==> config.mk <==
export PLATFORM = sky130hd
export DESIGN_NAME = mod_add_seq
export DESIGN_NICKNAME = d
export VERILOG_FILES = /design/src/rtl/secp256k1_pkg.sv /design/src/rtl/limb_addsub.sv /design/src/rtl/mod_add_seq.sv
export SDC_FILE = /design/constraint.sdc
export NUM_CORES = 2
export LEC_CHECK = 0
export ABC_CLOCK_PERIOD_IN_PS = 13200
export CAP_MARGIN = 5
export CORE_MARGIN = 1.5
export CORE_UTILIZATION = 35
export CTS_BUF_LIST = sky130_fd_sc_hd__clkbuf_8 sky130_fd_sc_hd__clkbuf_16
export DETAILED_ROUTE_END_ITERATION = 8
export HOLD_SLACK_MARGIN = 0.1
export PLACE_DENSITY = 0.67
export SYNTH_ARGS = -nofsm -noshare
export SYNTH_HDL_FRONTEND = slang
export SYNTH_SLANG_ARGS = --single-unit
==> constraint.sdc <==
create_clock -name clk -period 13.2 [get_ports clk]
set_clock_uncertainty 0.2 [all_clocks]
set_input_delay 3.96 -clock clk [delete_from_list [all_inputs] [get_ports clk]]
set_output_delay 3.96 -clock clk [all_outputs]
set_load 0.01 [all_outputs]
==> src/rtl/secp256k1_pkg.sv <==
// -----------------------------------------------------------------------------
// secp256k1_pkg
// Shared constants and types for the secp256k1 field-arithmetic layer.
//   FIELD_W         : field element width in bits (256)
//   P_MOD           : field prime p = 2^256 - 2^32 - 977
//   mod_seq_state_t : IDLE/RUN/DONE state encoding used by the limb-serial
//                     sequencers (add now, mul/inv later)
// -----------------------------------------------------------------------------
package secp256k1_pkg;

   localparam int FIELD_W = 256;

   localparam logic [FIELD_W-1:0] P_MOD =
      256'hFFFFFFFF_FFFFFFFF_FFFFFFFF_FFFFFFFF_FFFFFFFF_FFFFFFFF_FFFFFFFE_FFFFFC2F;

   typedef enum logic [1:0] {
      IDLE = 2'd0,
      RUN  = 2'd1,
      DONE = 2'd2
   } mod_seq_state_t;

endpackage

==> src/rtl/limb_addsub.sv <==
// -----------------------------------------------------------------------------
// limb_addsub
// Combinational single-limb slice of the modular add (and optional subtract).
// Add mode : o_prim = a + b + carry           (carry chain -> o_carry)
//            o_corr = o_prim - m - borrow      (borrow chain -> o_borrow)
// Sub mode : o_prim = a - b - borrow          (borrow chain -> o_borrow)
//            o_corr = o_prim + m + carry       (carry chain -> o_carry)
// The subtract mode only exists when MOD_ADD_SUB_EN is defined; otherwise
// i_sub is ignored and only the add path is built.
// Ports:
//   i_a, i_b  : operand limbs
//   i_m       : modulus limb
//   i_carry   : carry from the previous limb
//   i_borrow  : borrow from the previous limb
//   i_sub     : 1 = subtract mode
//   o_prim    : primary result limb (sum or difference)
//   o_corr    : corrected result limb (minus p or plus p)
//   o_carry   : carry out of this limb
//   o_borrow  : borrow out of this limb
// -----------------------------------------------------------------------------
module limb_addsub #(
   parameter int LIMB_W = 64
) (
   input  logic [LIMB_W-1:0] i_a,
   input  logic [LIMB_W-1:0] i_b,
   input  logic [LIMB_W-1:0] i_m,
   input  logic              i_carry,
   input  logic              i_borrow,
   input  logic              i_sub,
   output logic [LIMB_W-1:0] o_prim,
   output logic [LIMB_W-1:0] o_corr,
   output logic              o_carry,
   output logic              o_borrow
);

   // Both chains are LIMB_W+1 bits: the MSB is the carry or borrow.
   logic [LIMB_W:0] w_add;
   logic [LIMB_W:0] w_dif;

`ifdef MOD_ADD_SUB_EN
   always_comb begin
      w_add  = '0;
      w_dif  = '0;
      o_prim = '0;
      o_corr = '0;
      if (i_sub) begin
         w_dif  = {1'b0, i_a} - {1'b0, i_b} - {{LIMB_W{1'b0}}, i_borrow};
         w_add  = {1'b0, w_dif[LIMB_W-1:0]} + {1'b0, i_m} + {{LIMB_W{1'b0}}, i_carry};
         o_prim = w_dif[LIMB_W-1:0];
         o_corr = w_add[LIMB_W-1:0];
      end else begin
         w_add  = {1'b0, i_a} + {1'b0, i_b} + {{LIMB_W{1'b0}}, i_carry};
         w_dif  = {1'b0, w_add[LIMB_W-1:0]} - {1'b0, i_m} - {{LIMB_W{1'b0}}, i_borrow};
         o_prim = w_add[LIMB_W-1:0];
         o_corr = w_dif[LIMB_W-1:0];
      end
   end
`else
   logic w_sub_unused;

   assign w_add        = {1'b0, i_a} + {1'b0, i_b} + {{LIMB_W{1'b0}}, i_carry};
   assign w_dif        = {1'b0, w_add[LIMB_W-1:0]} - {1'b0, i_m} - {{LIMB_W{1'b0}}, i_borrow};
   assign o_prim       = w_add[LIMB_W-1:0];
   assign o_corr       = w_dif[LIMB_W-1:0];
   assign w_sub_unused = i_sub;
`endif

   assign o_carry  = w_add[LIMB_W];
   assign o_borrow = w_dif[LIMB_W];

endmodule

==> src/rtl/mod_add_seq.sv <==
// -----------------------------------------------------------------------------
// mod_add_seq
// Limb-serial modular adder over the secp256k1 prime: sum = (x + y) mod p,
// one LIMB_W-bit limb per cycle, LSB limb first. Both x+y and x+y-p are built
// in parallel; the last limb's carry/borrow picks one of them.
// Optional macro MOD_ADD_SUB_EN: when defined, sub=1 at accept computes
// (x - y) mod p with the same latency; when undefined, sub is ignored.
// Ports:
//   clk       : clock, rising edge
//   reset     : asynchronous active-low reset
//   in_valid  : operands valid
//   in_ready  : block idle, can accept operands
//   x, y      : 256-bit operands, expected < p
//   sub       : operation select, sampled at accept
//   out_valid : sum valid (held until out_ready)
//   out_ready : consumer accepts sum
//   sum       : 256-bit result
// Latency: out_valid rises N_LIMBS edges after the accept edge.
// -----------------------------------------------------------------------------
module mod_add_seq
   import secp256k1_pkg::*;
#(
   parameter int LIMB_W = 64
) (
   input  logic               clk,
   input  logic               reset,
   input  logic               in_valid,
   output logic               in_ready,
   input  logic [FIELD_W-1:0] x,
   input  logic [FIELD_W-1:0] y,
   input  logic               sub,
   output logic               out_valid,
   input  logic               out_ready,
   output logic [FIELD_W-1:0] sum
);

   localparam int N_LIMBS = FIELD_W / LIMB_W;
   localparam int CNT_W   = (N_LIMBS > 1) ? $clog2(N_LIMBS) : 1;
   localparam logic [CNT_W-1:0] LAST_CNT = CNT_W'(N_LIMBS - 1);

   mod_seq_state_t     r_state;
   logic [FIELD_W-1:0] r_x;
   logic [FIELD_W-1:0] r_y;
   logic [FIELD_W-1:0] r_p;
   logic [FIELD_W-1:0] r_sum;
   logic               r_carry;
   logic               r_borrow;
   logic [CNT_W-1:0]   r_cnt;

   logic [LIMB_W-1:0]  w_prim;
   logic [LIMB_W-1:0]  w_corr;
   logic               w_carry;
   logic               w_borrow;
   logic               w_last;
   logic               w_use_corr;
   logic               w_sub_mode;
   logic [FIELD_W-1:0] w_prim_full;
   logic [FIELD_W-1:0] w_corr_full;

   assign in_ready  = (r_state == IDLE);
   assign out_valid = (r_state == DONE);
   assign sum       = r_sum;
   assign w_last    = (r_cnt == LAST_CNT);

   limb_addsub #(
      .LIMB_W (LIMB_W)
   ) u_limb (
      .i_a      (r_x[LIMB_W-1:0]),
      .i_b      (r_y[LIMB_W-1:0]),
      .i_m      (r_p[LIMB_W-1:0]),
      .i_carry  (r_carry),
      .i_borrow (r_borrow),
      .i_sub    (w_sub_mode),
      .o_prim   (w_prim),
      .o_corr   (w_corr),
      .o_carry  (w_carry),
      .o_borrow (w_borrow)
   );

`ifdef MOD_ADD_SUB_EN
   logic r_sub;

   always_ff @(posedge clk or negedge reset) begin
      if (!reset) begin
         r_sub <= 1'b0;
      end else if (in_valid && in_ready) begin
         r_sub <= sub;
      end
   end

   assign w_sub_mode = r_sub;
   // Subtract: a final borrow means x < y, so the add-back (x - y + p) is right.
   // Add: a carry out of 256 bits or no borrow from s - p means s >= p.
   assign w_use_corr = r_sub ? w_borrow : (w_carry | ~w_borrow);
`else
   logic w_sub_unused;

   assign w_sub_unused = sub;
   assign w_sub_mode   = 1'b0;
   // A carry out of 256 bits or no borrow from s - p means s >= p.
   assign w_use_corr   = w_carry | ~w_borrow;
`endif

   // Completed lower limbs live in shift registers; the current limb is
   // appended on top so the full word is available combinationally on the
   // last limb without an extra cycle.
   generate
      if (N_LIMBS > 1) begin : g_multi
         logic [FIELD_W-LIMB_W-1:0] r_prim_lo;
         logic [FIELD_W-LIMB_W-1:0] r_corr_lo;

         always_ff @(posedge clk or negedge reset) begin
            if (!reset) begin
               r_prim_lo <= '0;
               r_corr_lo <= '0;
            end else if (r_state == RUN) begin
               r_prim_lo <= w_prim_full[FIELD_W-1:LIMB_W];
               r_corr_lo <= w_corr_full[FIELD_W-1:LIMB_W];
            end
         end

         assign w_prim_full = {w_prim, r_prim_lo};
         assign w_corr_full = {w_corr, r_corr_lo};
      end else begin : g_single
         assign w_prim_full = w_prim;
         assign w_corr_full = w_corr;
      end
   endgenerate

   always_ff @(posedge clk or negedge reset) begin
      if (!reset) begin
         r_state  <= IDLE;
         r_x      <= '0;
         r_y      <= '0;
         r_p      <= '0;
         r_sum    <= '0;
         r_carry  <= 1'b0;
         r_borrow <= 1'b0;
         r_cnt    <= '0;
      end else begin
         case (r_state)
            IDLE: begin
               if (in_valid) begin
                  r_x      <= x;
                  r_y      <= y;
                  r_p      <= P_MOD;
                  r_carry  <= 1'b0;
                  r_borrow <= 1'b0;
                  r_cnt    <= '0;
                  r_state  <= RUN;
               end
            end
            RUN: begin
               r_x      <= r_x >> LIMB_W;
               r_y      <= r_y >> LIMB_W;
               r_p      <= r_p >> LIMB_W;
               r_carry  <= w_carry;
               r_borrow <= w_borrow;
               if (w_last) begin
                  r_sum   <= w_use_corr ? w_corr_full : w_prim_full;
                  r_state <= DONE;
               end else begin
                  r_cnt <= r_cnt + CNT_W'(1);
               end
            end
            DONE: begin
               // sum is only written on the last RUN limb, so it is stable here.
               if (out_ready) begin
                  r_state <= IDLE;
               end
            end
            default: begin
               r_state <= IDLE;
            end
         endcase
      end
   end

endmodule

==> summary.md <==
In this run the remaining antenna-violating nets after routing total 0. The most used cell along the critical path was o21ai_0. Largest net degree at the start of global routing: 251. In the final routed layout, each cell accounts on average for 21.9 µm. The floorplan step defined a die boundary enclosing 171000 µm².

The number of buffers and inverters on the critical path is 4. In this run the worst path has a maximum fanout of 98. The most critical setup path has its startpoint at r_x[0]$_DFFE_PN0P_.

The post-synthesis average cell area is 9.23 µm². The number of detailed-routing iterations run before antenna repair was 8; the post-CTS setup buffer count was 0. Area inside the core boundary: 167000 µm². The minimum clock period after layout was 9710 ps; the initial antenna violation count was 72.

For the total of endpoints with negative setup slack in the final report, the log shows 0. The placer congestion estimate is 0.891, and the worst-margin pin slew is 1230 ps. 775 I/O pins were placed.

Launching element type of the critical path: a register. For the aggregate global-route resource usage, the log shows 23.1%. nand2_1 is the most common cell in the netlist. From left edge to right edge, the die measures 413 µm. Data on the critical path is required at its endpoint by 13680 ps. After detailed placement, the total cell area comes to 68100 µm². The critical path ends at sum[229]$_DFFE_PN0P_. The largest individual stage delay along the critical path comes from the cell o21ai_0. The maximum achievable frequency was 0.103 GHz. The post-detailed-route DRC marker count came out at 0.

In this run the tightest slew margin relative to its limit is 18.3%. The synthesized flop and latch total is 1163. The run gives 6372 as the instance count of the mapped netlist.

Across the whole layout, storage elements account for 29100 µm². The post-detailed-placement half-perimeter wirelength is 142 mm, and the post-cts hold buffer count is 0. Dividing the detail-routed via count by the number of cells gives 5.37.

The tools report the reg-to-reg critical path endpoint as sum[229]$_DFFE_PN0P_. The netlist uses 69 different library cells. Among cell families on the critical path, the largest total delay comes from compound AO/OA/AOI/OAI gates. The total number of clock tree sinks is 1163, and the routed wire length is 202 mm.

For this run, the post-layout net count is 7583. The depth of the worst register-to-register path was 27; the delay of the slowest critical-path stage was 640 ps. Counting the fill cells in the layout gives 16.1k.

Clock latency on the worst-skew pair, taken at its later pin, is 790 ps. In this run the critical register-to-register path is launched from r_x[0]$_DFFE_PN0P_. The first routing iteration left 4634 violations. The dominant synthesized flop cell was dfrtp_1.

The final-report max-slew violation count is 0. No sink is reached through more buffers than the 3 on the longest clock path. The tools report the endpoint kind of the worst setup timing path as a register. The sequential cell area fraction in the yosys report came out at 49.5%. The final cell area excluding filler cells was 72800 µm²; the fraction of layout cells with a size suffix above 1 was 5.02%. TritonCTS built the clock tree. Across all layers, the routed design uses 49.6k vias.

Ratio of final minimum period to clock period: 73.5%. The number of gates resized after CTS was 0. For the total standard cell area after synthesis, the log shows 58800 µm². OpenSTA, run right after detailed placement, puts the worst setup slack at 3610 ps. The worst register-to-register path has a setup slack of 3490 ps. The flow ran to the end, and the final reports show no timing, DRC or antenna violations. The synthesized net count was 7081. Across the run, the number of max-cap violations was 0. After routing, the total negative slack on setup checks comes to 0 ps. The synthesized design spends more area on one cell type than any other, namely dfrtp_1. In this run the vertical extent of the chip is 413 µm. By count the netlist is led by 1277 x nand2_1, 1163 x dfrtp_1, 804 x o21ai_0, 551 x a21oi_1, 401 x clkbuf_1. The tightest min-delay check is of the register to register type. The via count of the first global-routing pass was 47.9k. Number of flops mapped to enable cells by yosys: 0. The worst path meets setup with 3490 ps of slack. The total stage count of the critical path came out at 27.

The tools report the number of buffers created by CTS as 134. The area growth from synthesis to layout was 23.7%. For the worst setup path, the data arrival time is 10190 ps. The logs give 35.2% for the initial core utilization and 27300 µm² for the area of the multi-input gates.

For this run, asynchronously set or reset flops after synthesis account for 100%. For this run the aggregate overflow at the end of global routing stands at 0. The global-route wire length before repair is 302 mm.

The critical setup path kind is register to register. The tools report the clock root buffer as clkbuf_16. The end-of-flow core utilization is 43.6%. The run gives 0 as the count of synthesis-stage warnings from yosys.

The total number of H-tree levels is 4, and the number of endpoints with negative hold slack in the final report is 0. Setup repair after global routing left no endpoint under its margin. The portion of synthesized cell area occupied by the leading cell type works out to 49.5%.

The row count came out at 150. Clock-pin slew was measured on the worst setup and hold paths at 60 ps. In the post-synthesis netlist, the biggest area contributors are dfrtp_1 49%, nand2_1 8.1%, o21ai_0 6.8%, a22oi_1 4.9%, a21oi_1 4.7%. The count of buffers added on input and output ports is 773.
metrics by stage:
step	hold WS (ps)	instances
6_report	272	9225
5_1_grt	290	9209
4_1_cts	274	9178
3_5_place_dp	261	8942
3_3_place_gp	256	8942
2_1_floorplan	243	6372
kinds of logic (layout without fill, tap and decap cells):
group	after synthesis	count (layout)	share of synthesized area (%)
AO/OA/AOI/OAI	2125	2125	21.6
XOR/XNOR	124	124	1.85
adder cells (fa/ha/maj)	192	192	4.13
buffers and inverters	624	1226	4.27
flip-flops	1163	1163	49.5
multiplexers	256	256	4.49
other	0	47	0
AND/OR/NAND/NOR	1888	1888	14.2
worst register-to-register path, stage by stage, from the launching register on:
cell,delay [ps]
dfrtp_1,490
fa_1,580
a211oi_1,260
o21ai_0,130
buf_4,170
o211ai_1,310
a31oi_1,200
o21ai_0,640
o21ai_0,530
a31oi_1,480
o31ai_1,240
xnor2_1,620
ha_1,360
inv_1,60
ha_1,320
a21oi_1,230
o21bai_1,100
a21oi_1,270
a21boi_0,220
o21ai_0,110
a221o_1,330
a21o_1,190
a211o_1,320
a21oi_4,480
buf_12,530
buf_4,660
mux2_2,430
o21ai_0,150
metal layers:
layer,GRT usage (%),part of all wire (%),up-vias
li1,-,-,23300
met1,33.0,45,24400
met2,33.9,44,1588
met3,5.16,7.4,308
met4,8.72,3.4,46
met5,0,0.15,-
placed cells by master, fill, tap and decap left out, types with 15 or more instances in the layout:
| cell | count |
|---|---|
| nand2_1 | 1276 |
| dfrtp_1 | 1160 |
| o21ai_0 | 804 |
| clkdlybuf4s50_1 | 771 |
| a21oi_1 | 551 |
| nor2b_1 | 389 |
| a22oi_1 | 384 |
| mux2i_1 | 194 |
| inv_1 | 190 |
| ha_1 | 188 |
| clkbuf_16 | 137 |
| a22o_1 | 131 |
| nor2_1 | 80 |
| xnor2_1 | 69 |
| a21o_1 | 68 |
| mux2_2 | 62 |
| xor2_1 | 55 |
| diode_2 | 47 |
| o21ai_1 | 40 |
| nand4_1 | 37 |
| buf_4 | 37 |
| o21bai_1 | 33 |
| clkbuf_8 | 33 |
| nand3_1 | 24 |
| a31oi_1 | 18 |
| nor3_1 | 18 |
| o21a_1 | 15 |
| clkinv_2 | 15 |
| buf_12 | 15 |
flip-flops by register name, summed over array words and instances, names as in the netlist:
signal	flops
g_multi.r_prim_lo	192
g_multi.r_corr_lo	192
r_state	2
r_y	256
r_cnt	2
r_borrow	1
r_x	256
r_p	5
r_carry	1
sum	256
final cells by class:
cell class / instances / area share [%]
diodes: 47 / 0.162
clock buffers: 170 / 5.34
clock inverters: 66 / 0.941
inverters: 166 / 0.856
multi-input cells: 4585 / 37.5
flip-flops and latches: 1163 / 40.0
well taps: 2204 / 3.79
repair buffers: 824 / 11.4
worst min-delay path by stage:
stage                                             from                                 to  slack (ps)  cells past startpoint
finish               g_multi.r_corr_lo[16]$_DFFE_PN0P_  g_multi.r_corr_lo[16]$_DFFE_PN0P_         270                      2
global placement     g_multi.r_corr_lo[50]$_DFFE_PN0P_  g_multi.r_corr_lo[50]$_DFFE_PN0P_         260                      2
detailed placement   g_multi.r_corr_lo[32]$_DFFE_PN0P_  g_multi.r_corr_lo[32]$_DFFE_PN0P_         260                      2
global route          g_multi.r_corr_lo[4]$_DFFE_PN0P_   g_multi.r_corr_lo[4]$_DFFE_PN0P_         290                      2
CTS                 g_multi.r_prim_lo[117]$_DFFE_PN0P_  g_multi.r_prim_lo[53]$_DFFE_PN0P_         270                      2
floorplan                         r_cnt[1]$_DFFE_PN0P_               r_cnt[1]$_DFFE_PN0P_         240                      2
Power is left out: the tool's default activity adds up to more than one toggle a clock period on the data nets, which glitch-free logic cannot reach.
